[config.mk]
export PLATFORM = sky130hd
export DESIGN_NAME = ex_mem_skid_reg
export DESIGN_NICKNAME = d
export VERILOG_FILES = /design/src/rtl/ex_mem_skid_reg.sv
export SDC_FILE = /design/constraint.sdc
export NUM_CORES = 1
export LEC_CHECK = 0
export ABC_AREA = 1
export BUFFER_PORTS_ARGS = -buffer_cell sky130_fd_sc_hd__buf_4
export CORE_MARGIN = 5
export CORE_UTILIZATION = 50
export CTS_CLUSTER_SIZE = 10
export DETAILED_ROUTE_END_ITERATION = 8
export GPL_TIMING_DRIVEN = 0
export PLACE_DENSITY = 0.79
export RECOVER_POWER = 25
export SYNTH_ARGS = -nofsm -noshare
export SYNTH_HDL_FRONTEND = slang
export SYNTH_SLANG_ARGS = --single-unit
[constraint.sdc]
create_clock -name clk -period 1.5 [get_ports clk]
set_input_delay 0.3 -clock clk [delete_from_list [all_inputs] [get_ports clk]]
set_output_delay 0.3 -clock clk [all_outputs]
set_load 0.01 [all_outputs]
[src/rtl/ex_mem_skid_reg.sv]
// EX->MEM pipeline register with a valid/ready handshake and a 2-entry skid buffer.
// A MEM-stage stall never drops or reorders a beat. Flush kills everything in flight.
module ex_mem_skid_reg #(
  parameter int DATA_W = 32,
  parameter int RD_W   = 5
) (
  input  logic              clk,
  input  logic              reset,
  input  logic              flush,
  input  logic              in_valid,
  output logic              in_ready,
  input  logic [DATA_W-1:0] in_ALUResult,
  input  logic [DATA_W-1:0] in_WriteData,
  input  logic              in_Zero,
  input  logic              in_SSSrc,
  input  logic              in_RegWrite,
  input  logic              in_MemWrite,
  input  logic [1:0]        in_ResultSrc,
  input  logic [RD_W-1:0]   in_Rd,
  input  logic [DATA_W-1:0] in_PCPlus4,
  output logic              out_valid,
  input  logic              out_ready,
  output logic [DATA_W-1:0] out_ALUResult,
  output logic [DATA_W-1:0] out_WriteData,
  output logic              out_Zero,
  output logic              out_SSSrc,
  output logic              out_RegWrite,
  output logic              out_MemWrite,
  output logic [1:0]        out_ResultSrc,
  output logic [RD_W-1:0]   out_Rd,
  output logic [DATA_W-1:0] out_PCPlus4,
  output logic [1:0]        occupancy
);

  typedef struct packed {
    logic [DATA_W-1:0] alu;
    logic [DATA_W-1:0] wd;
    logic              zero;
    logic              sssrc;
    logic              regwrite;
    logic              memwrite;
    logic [1:0]        resultsrc;
    logic [RD_W-1:0]   rd;
    logic [DATA_W-1:0] pc4;
  } beat_t;

  beat_t in_beat;
  beat_t main_q;
  beat_t skid_q;
  logic  main_valid;
  logic  skid_valid;
  logic  accept;
  logic  release_beat;

  always_comb begin
    in_beat           = '0;
    in_beat.alu       = in_ALUResult;
    in_beat.wd        = in_WriteData;
    in_beat.zero      = in_Zero;
    in_beat.sssrc     = in_SSSrc;
    in_beat.regwrite  = in_RegWrite;
    in_beat.memwrite  = in_MemWrite;
    in_beat.resultsrc = in_ResultSrc;
    in_beat.rd        = in_Rd;
    in_beat.pc4       = in_PCPlus4;
  end

  // The skid entry exists only to absorb the beat accepted while MEM stalls,
  // so a full skid is the sole reason to refuse input.
  assign in_ready     = ~skid_valid & ~reset;
  assign accept       = in_valid & in_ready;
  assign release_beat = main_valid & out_ready;

  always_ff @(posedge clk) begin
    if (reset) begin
      main_valid <= 1'b0;
      skid_valid <= 1'b0;
      main_q     <= '0;
      skid_q     <= '0;
    end else if (flush) begin
      main_valid <= 1'b0;
      skid_valid <= 1'b0;
    end else if (release_beat && !accept) begin
      main_valid <= skid_valid;
      skid_valid <= 1'b0;
      if (skid_valid) begin
        main_q <= skid_q;
      end
    end else if (accept && (!main_valid || release_beat)) begin
      main_valid <= 1'b1;
      main_q     <= in_beat;
    end else if (accept) begin
      skid_valid <= 1'b1;
      skid_q     <= in_beat;
    end
  end

  // Write enables are masked so an empty slot can never commit a write.
  assign out_valid     = main_valid;
  assign out_ALUResult = main_q.alu;
  assign out_WriteData = main_q.wd;
  assign out_Zero      = main_q.zero;
  assign out_SSSrc     = main_q.sssrc;
  assign out_RegWrite  = main_q.regwrite & main_valid;
  assign out_MemWrite  = main_q.memwrite & main_valid;
  assign out_ResultSrc = main_q.resultsrc;
  assign out_Rd        = main_q.rd;
  assign out_PCPlus4   = main_q.pc4;
  assign occupancy     = {1'b0, main_valid} + {1'b0, skid_valid};

endmodule

==> out/metrics.csv, run 1 <==
metric;value;unit
setup.worst_path.start;skid_valid;
synth_area_per_cell;6.06;µm²
antenna_found_initial;1;
drive_above_1_share;28.6;%
syn_nets;1954;
path_max_fanout;8;
grt_usage;23.0;%
yosys_warnings;0;
drv_slew;0;
finalCritPeriodShare;107;%
grt_pass1_wl;49.9;mm
vias;11442;
crit_arrival;2.05;ns
tns;-1.66;ns
dp_hpwl;21.6;mm
io_pins;223;
initial_core_util;50.9;%
r2r_start;skid_valid;
cts_sinks;216;
rr_endpoint;out_WriteData[12];
wire_per_inst;13.7;µm
postRouteWirelength;33.0;mm
max_stage_delay;0.36;ns
path_class;reg2reg;
critPathSlowestCell;dfxtp_4;
drtIter0Drc;608;
cts_buffers;26;
fmax;623;MHz
fin_ws;-0.105;ns
layout_commonest_cell;nand2_1;
nets;2231;
ys_seq_area_share;38.8;%
layout_common_cells;582 x nand2_1, 328 x nor2_1, 305 x buf_4;
fillers;1859;
skew;0.0177;ns
die_area;25400;µm²
r2r_cells;10;
synth_top_cell_area_share;38.8;%
grt_pass1_vias;10272;
ant_nets;0;
start_kind;flip-flop;
p_per_area;887;nW/µm²
ir_drop;730;µV
rows;54;
ys_ff_latch;216;
outcome;complete, but fails checks;
hp-class;in2reg;
regToRegSetupSlack;-0.10;ns
yosys.area.top_type;dfxtp_1;
die_h;159;µm
netlist_instances;1841;
cts_tree;built;
drv_cap;0;
portBuffers;222;
htree_levels;1;
routabilityCongestion;0.839;
violations;negative setup slack;
fin_crit;1.60;ns
crit_path_frequent_cell;nand2_8;
crit_required;1.95;ns
ys_top_cells_by_area;dfxtp_1 39%, nand2_1 22%, nor2_1 15%;
final-hold-violation-count;0;
place_ws;-0.578;ns
p_leak;8.42;nW
overflow;0;
viasPerCell;4.76;
die-width;159;µm
setup_viol;77;
grt_max_degree;15;
cts-root-buf;clkbuf_16;
rsz0062_at_grt;true;
cp-endpoint;out_WriteData[12];
dr.pass1.iters;6;
ys_types;16;
core;21900;µm²
clk_pin_slew;0.06;ns
crit_chain;nor2_4, nand2_4, buf_12, nand2_8, nand2_8, buf_16, clkbuf_16, nand2_2, nand2_1, nor2_1;
insertion_delay;0.52;ns
syn-cell-area;11200;µm²
max-slew-margin-rel;61.5;%
worst_pin_slew;0.578;ns
syn_to_final_growth;37.2;%
route.detailed.drc;0;
clk_path_buf_depth;3;
end_kind;flip-flop;
insertedDiodeCount;0;
==> logic make-up after synthesis <==
family                   count (synthesis)  synth area share [%]
flip-flops                             216                  38.8
buffers and inverters                  428                  19.5
adder cells (fa/ha/maj)                  1                 0.112
AO/OA/AOI/OAI                            1                0.0448
AND/OR/NAND/NOR                       1195                  41.6
==> worst min path at each step <==
stage	startpoint	end	slack [ns]	depth (start not counted)
6_report	in_ALUResult[9]	skid_q[84]	0.01	3
5_1_grt	in_Rd[2]	skid_q[34]	0.01	3
4_1_cts	in_ALUResult[9]	skid_q[84]	0.0005	3
3_5_place_dp	skid_q[38]	skid_q[38]	0.50	4
3_3_place_gp	skid_q[31]	skid_q[31]	0.50	4
2_1_floorplan	in_PCPlus4[0]	skid_q[0]	0.43	2
==> synth_stat cells <==
cell type / number
nand2_1: 650
nor2_1: 434
inv_1: 220
dfxtp_1: 216
buf_4: 113
nand3_1: 107
buf_2: 37
clkbuf_1: 36
buf_6: 13
buf_1: 7
inv_2: 2
nand2_2: 2
ha_1: 1
nand2_4: 1
nor2_2: 1
o21ai_0: 1
==> state kept, by name, summed over array words and instances (netlist names) <==
signal         cells
out_ResultSrc      2
out_SSSrc          1
out_Rd             5
out_WriteData     32
out_ALUResult     32
out_valid          1
main_q             2
skid_valid         1
skid_q           107
out_Zero           1
out_PCPlus4       32
==> area by class of cell <==
class,count,area [µm²],share of cell area [%]
Multi-Input combinational cell,1197,5320,34.8
Inverter,222,838,5.48
Tap cell,280,350,2.29
Clock inverter,1,8.76,0.0573
Buffer,205,1710,11.2
Timing Repair Buffer,250,2030,13.3
Sequential cell,216,4330,28.3
Clock buffer,32,704,4.60
==> layer usage <==
| layer | vias up | GRT usage (%) | wire length, µm |
|---|---|---|---|
| li1 | 5806 | - | - |
| met1 | 5197 | 29.3 | 13900 |
| met2 | 373 | 39.7 | 16000 |
| met3 | 64 | 5.07 | 2350 |
| met4 | 2 | 5.62 | 731 |
| met5 | - | 0 | 7 |
==> through the flow <==
stage / power, mW / hold slack, ns / utilization, % / std cells / instance area [µm²]
after detailed placement: 7.81 / 0.501 / 60.2 / 2343 / 13200
after floorplan: 7.07 / 0.435 / - / 1841 / 11200
after global placement: 7.78 / 0.497 / 60.2 / 2343 / 13200
final: 13.6 / 0.0106 / 69.9 / 2403 / 15300
after global routing: 14.1 / 0.0130 / 69.9 / 2403 / 15300
after CTS: 13.4 / 0.000515 / 65.6 / 2391 / 14400
==> worst max-delay path: cells and delay by family (launching register included) <==
kind / cells / cell delay (ns)
AND/OR/NAND/NOR: 7 / 0.65
buffers and inverters: 3 / 0.51
flip-flops: 1 / 0.36
==> what timing repair did <==
action / CTS / global route
gates resized for setup: 100 / 289
pin swaps: 15 / 88
setup endpoints to repair: 221 / 192
cloned: 1 / 11
buffers inserted: 7 / 1
hold endpoints to repair: 8 / 0
hold buffers: 8 / 0
==> power breakdown <==
group | leakage (nW) | total [mW] | internal, mW | switching (mW)
combinational | 6.32 | 2.01 | 0.968 | 1.04
clock | 0.349 | 5.55 | 3.24 | 2.31
sequential | 1.76 | 6.00 | 5.91 | 0.0955
total | 8.42 | 13.6 | 10.1 | 3.45
Note: power is estimated with default switching activity, not from simulation.
==> inputs of run 2 (changes only) <==
==> constraint.sdc (replaced) <==
create_clock -name clk -period 1.9 [get_ports clk]
set_input_delay 0.38 -clock clk [delete_from_list [all_inputs] [get_ports clk]]
set_output_delay 0.38 -clock clk [all_outputs]
set_load 0.01 [all_outputs]
==> out/metrics.csv, run 2 (synthesis gave the netlist of run 1 again) <==
metric;value;unit;change
outcome;complete, no violations;;was complete, but fails checks
rows;54;;unchanged
die_area;25400;µm²;unchanged
end_kind;primary output;;was flip-flop
route.detailed.drc;0;;unchanged
drive_above_1_share;16.4;%;was 28.6%
core;21900;µm²;unchanged
rsz0062_at_grt;false;;was true
dr.pass1.iters;5;;was 6
path_buf_inv;1;;was 3
wire_per_inst;12.7;µm;was 13.7 µm
nets;2204;;was 2231
finalCritPeriodShare;94.9;%;
fillers;2094;;was 1859
p_int;7.80;mW;was 10.1 mW
fmax;555;MHz;
utilization;62.1;%;was 69.9%
cp_top_family;flip-flops;;was simple AND/OR/NAND/NOR gates
drv_cap;0;;unchanged
grt_usage;22.6;%;was 23.0%
postRouteWirelength;30.2;mm;was 33.0 mm
overflow;0;;unchanged
seqPwrFrac;45.8;%;was 44.3%
critPathSlowestCell;dfxtp_1;;was dfxtp_4
die-width;159;µm;unchanged
p_comb_share;12.2;%;was 14.8%
seq_area;4320;µm²;was 4330 µm²
start_kind;flip-flop;;unchanged
switching_power;2.56;mW;was 3.45 mW
path_max_fanout;8;;unchanged
routabilityCongestion;0.839;;unchanged
cts_tree;built;;unchanged
insertion_delay;0.52;ns;about the same
setup_viol;0;;was 77
layout_commonest_cell;nand2_1;;unchanged
crit_required;1.52;ns;was 1.95 ns
clkPwrFrac;42.1;%;was 40.9%
ant_nets;0;;unchanged
die_h;159;µm;unchanged
multiInputGateArea;4660;µm²;was 5320 µm²
drv_slew;0;;unchanged
cts_sinks;216;;unchanged
layout_common_cells;649 x nand2_1, 434 x nor2_1, 254 x buf_4;;was 582 x nand2_1, 328 x nor2_1, 305 x buf_4
grt_max_degree;13;;was 15
max_stage_delay;0.48;ns;was 0.36 ns
regMostFlops;skid_q;;unchanged
viasPerCell;4.64;;was 4.76
vias;11013;;was 11442
syn_to_final_growth;22.0;%;was 37.2%
grt_pass1_wl;49.1;mm;was 49.9 mm
portBuffers;222;;unchanged
post_cts_buffers;0;;was 7
io_pins;223;;unchanged
initial_core_util;50.9;%;unchanged
hp-class;in2reg;;unchanged
cts_buffers;26;;unchanged
clk_pin_slew;0.06;ns;about the same
largest_register_ffs;107;;unchanged
worst_pin_slew;0.719;ns;was 0.578 ns
final-hold-violation-count;0;;unchanged
cts-root-buf;clkbuf_16;;unchanged
crit_arrival;1.42;ns;was 2.05 ns
crit_chain;ha_1, buf_4;;was nor2_4, nand2_4, buf_12, nand2_8, nand2_8, buf_16, clkbuf_16, nand2_2, nand2_1, nor2_1
max-slew-margin-rel;52.1;%;was 61.5%
hold_ws;0.0899;ns;was 0.0106 ns
dp_hpwl;21.6;mm;unchanged
antenna_found_initial;1;;unchanged
ir_drop;591;µV;was 730 µV
fin_crit;1.80;ns;
drtIter0Drc;558;;was 608
path_class;reg2out;;was reg2reg
p_leak;7.65;nW;was 8.42 nW
holdBufCountCts;0;;was 8
p_per_area;762;nW/µm²;was 887 nW/µm²
skew;0.0176;ns;was 0.0177 ns
clk_path_buf_depth;3;;unchanged
grt_pass1_vias;10098;;was 10272
insertedDiodeCount;0;;unchanged
swShare;24.7;%;was 25.4%
htree_levels;1;;unchanged
[run 2: changes by cell type in the layout (fill, tap and decap cells not counted), sizes merged]
cell / change
clkinv: -1
dlygate4sd3: -8
inv: +1
buf: -57
clkbuf: +38
[run 2: area by class of cell]
type / instances / share of cell area (%)
Multi-Input combinational cell: 1197 / 34.3
Sequential cell: 216 / 31.8
Timing Repair Buffer: 222 / 10.1
Buffer: 206 / 9.92
Inverter: 222 / 6.14
Clock buffer: 32 / 5.18
Tap cell: 280 / 2.58
Clock inverter: 1 / 0.0644
[run 2: layer usage]
| layer | vias to the layer above | global-route usage [%] | part of all wire, % |
|---|---|---|---|
| met5 | - | 0 | 0.043 |
| met4 | 2 | 5.51 | 2.3 |
| met3 | 56 | 4.81 | 6.8 |
| met2 | 308 | 38.2 | 47 |
| met1 | 4902 | 29.6 | 44 |
| li1 | 5745 | - | - |
[run 2: final timing paths]
path | from | endpoint | slack (ns) | cells past startpoint
worst min register to register | skid_q[38] | skid_q[38] | 0.51 | 4
worst max register to register | skid_valid | out_ALUResult[1] | 0.12 | 9
worst min-delay path | in_ResultSrc[1] | skid_q[38] | 0.09 | 3
worst max-delay path | out_valid | occupancy[0] | 0.1 | 2
[run 2: power groups by stage]
stage / registers [mW] / clock network (mW) / logic (mW)
floorplan: 4.82 / 0 / 0.762
global placement: 4.83 / 0 / 1.31
detailed placement: 4.84 / 0 / 1.33
CTS: 4.74 / 4.44 / 1.34
global route: 4.75 / 4.62 / 1.41
finish: 4.74 / 4.36 / 1.26
[run 2: what timing repair did]
item	CTS	global route
pin swaps	0	0
resized for setup	1	6
setup endpoints to repair	15	113
[run 2: worst min-delay path, delay by kind of cell]
kind,cells,cell delay [ns]
buffers and inverters,1,0.08
and+or+nand+nor,2,0.11
[run 2: metrics by stage]
| stage | TNS (ns) | power [mW] | setup WS [ns] | cells | cell area [µm²] |
|---|---|---|---|---|---|
| final | 0 | 10.4 | 0.0973 | 2376 | 13600 |
| after global routing | 0 | 10.8 | 0.00796 | 2376 | 13600 |
| after CTS | 0 | 10.5 | 0.0123 | 2376 | 13900 |
| after detailed placement | -18.69 | 6.16 | -0.258 | 2343 | 13200 |
| after global placement | -14.51 | 6.14 | -0.232 | 2343 | 13200 |
| after floorplan | 0 | 5.58 | 0.427 | 1841 | 11200 |
==> inputs of run 3 (changes only) <==
--- a/config.mk
+++ b/config.mk
@@ -7,7 +7,7 @@
 export LEC_CHECK = 0
 export ABC_AREA = 1
 export BUFFER_PORTS_ARGS = -buffer_cell sky130_fd_sc_hd__buf_4
-export CORE_MARGIN = 5
+export CORE_MARGIN = 2
 export CORE_UTILIZATION = 50
 export CTS_CLUSTER_SIZE = 10
 export DETAILED_ROUTE_END_ITERATION = 8
==> out/metrics.csv, run 3 (synthesis gave the netlist of run 1 again) <==
metric;value;unit;change
viasPerCell;4.58;;was 4.64
skew;0.00712;ns;was 0.0176 ns
insertedDiodeCount;0;;unchanged
final-hold-violation-count;0;;unchanged
fin_ws;0.110;ns;was 0.0973 ns
grt_pass1_wl;47.3;mm;was 49.1 mm
grt_usage;24.0;%;was 22.6%
p_leak;7.62;nW;was 7.65 nW
worst_pin_slew;0.685;ns;was 0.719 ns
overflow;0;;unchanged
cts_sinks;216;;unchanged
die_h;153;µm;was 159 µm
max-slew-margin-rel;54.4;%;was 52.1%
clk_pin_slew;0.06;ns;about the same
clk_path_buf_depth;3;;unchanged
antenna_found_initial;0;;was 1
path_class;reg2reg;;was reg2out
routabilityCongestion;0.858;;was 0.839
end_kind;flip-flop;;was primary output
drv_cap;0;;unchanged
post_cts_buffers;0;;unchanged
portBuffers;222;;unchanged
cts_resized;3;;was 1
cts_buffers;25;;was 26
tns;0;ns;unchanged
path_max_fanout;10;;was 8
fin_crit;1.79;ns;was 1.80 ns
drtIter0Drc;567;;was 558
rows;54;;unchanged
dr.pass1.iters;5;;unchanged
crit_arrival;2.24;ns;was 1.42 ns
initial_core_util;51.1;%;was 50.9%
nets;2203;;was 2204
finalCritPeriodShare;94.2;%;was 94.9%
place_ws;-0.213;ns;was -0.258 ns
regMostFlops;skid_q;;unchanged
start_kind;flip-flop;;unchanged
drv_slew;0;;unchanged
p_per_area;745;nW/µm²;was 762 nW/µm²
grt_pass1_vias;10025;;was 10098
vias;10863;;was 11013
layout_commonest_cell;nand2_1;;unchanged
outcome;complete, no violations;;unchanged
io_pins;223;;unchanged
rsz0062_at_grt;false;;unchanged
ant_nets;0;;unchanged
postRouteWirelength;29.4;mm;was 30.2 mm
crit_required;2.35;ns;was 1.52 ns
largest_register_ffs;107;;unchanged
syn_to_final_growth;21.5;%;was 22.0%
setup_viol;0;;unchanged
cts_tree;built;;unchanged
dp_hpwl;20.8;mm;was 21.6 mm
die_area;23500;µm²;was 25400 µm²
grt_max_degree;12;;was 13
insertion_delay;0.51;ns;was 0.52 ns
wire_per_inst;12.4;µm;was 12.7 µm
holdBufCountCts;0;;unchanged
core;21800;µm²;was 21900 µm²
layout_common_cells;649 x nand2_1, 434 x nor2_1, 254 x buf_4;;unchanged
ir_drop;541;µV;was 591 µV
fmax;559;MHz;was 555 MHz
htree_levels;1;;unchanged
drive_above_1_share;16.3;%;was 16.4%
cts-root-buf;clkbuf_16;;unchanged
die-width;153;µm;was 159 µm
hp-class;in2reg;;unchanged
route.detailed.drc;0;;unchanged
## run 3: worst max-delay path, stage by stage (launching register included)
cell	delay [ns]
dfxtp_2	0.38
nand2_1	0.11
clkinv_2	0.22
nand2_4	0.25
clkbuf_1	0.41
nand2_1	0.11
nand2_1	0.10
nor2_1	0.05
nor2_1	0.07
## run 3: area by class of cell
| type | count | area, µm² |
|---|---|---|
| Clock buffer | 28 | 647 |
| Timing Repair Buffer | 222 | 1370 |
| Inverter | 222 | 835 |
| Tap cell | 280 | 350 |
| Fill cell | 2034 | 8280 |
| Sequential cell | 216 | 4330 |
| Multi-Input combinational cell | 1197 | 4660 |
| Buffer | 206 | 1360 |
## run 3: stage by stage
step | instances | hold slack [ns] | power (mW) | instance area (µm²) | util (%)
floorplan | 1841 | 0.489 | 5.58 | 11200 | -
global placement | 2343 | 0.497 | 6.13 | 13200 | 60.3
detailed placement | 2343 | 0.501 | 6.15 | 13200 | 60.3
CTS | 2371 | 0.0919 | 10.2 | 13800 | 63.3
global route | 2371 | 0.0966 | 10.5 | 13500 | 62.1
finish | 2371 | 0.0974 | 10.1 | 13500 | 62.1
## run 3: routing by layer
metal | global-route usage, % | up-vias | wire length (µm)
met5 | 0 | - | 0
met4 | 6.38 | 0 | 551
met3 | 4.25 | 42 | 2120
met2 | 40.2 | 316 | 13600
met1 | 32.1 | 4768 | 13100
li1 | - | 5737 | -
## run 3: final timing paths
check                        start         end  slack [ns]  cells past startpoint
setup / recovery         out_valid   out_Rd[2]        0.11                      8
hold / removal    in_ALUResult[17]  skid_q[92]         0.1                      3
setup reg to reg         out_valid   out_Rd[2]        0.11                      8
hold reg to reg         skid_q[13]  skid_q[13]        0.51                      4
## run 3: where the power goes
part / switching [mW] / leakage (nW) / internal [mW]
registers: 0.0733 / 1.75 / 4.67
clock network: 1.74 / 0.318 / 2.35
logic: 0.675 / 5.55 / 0.580
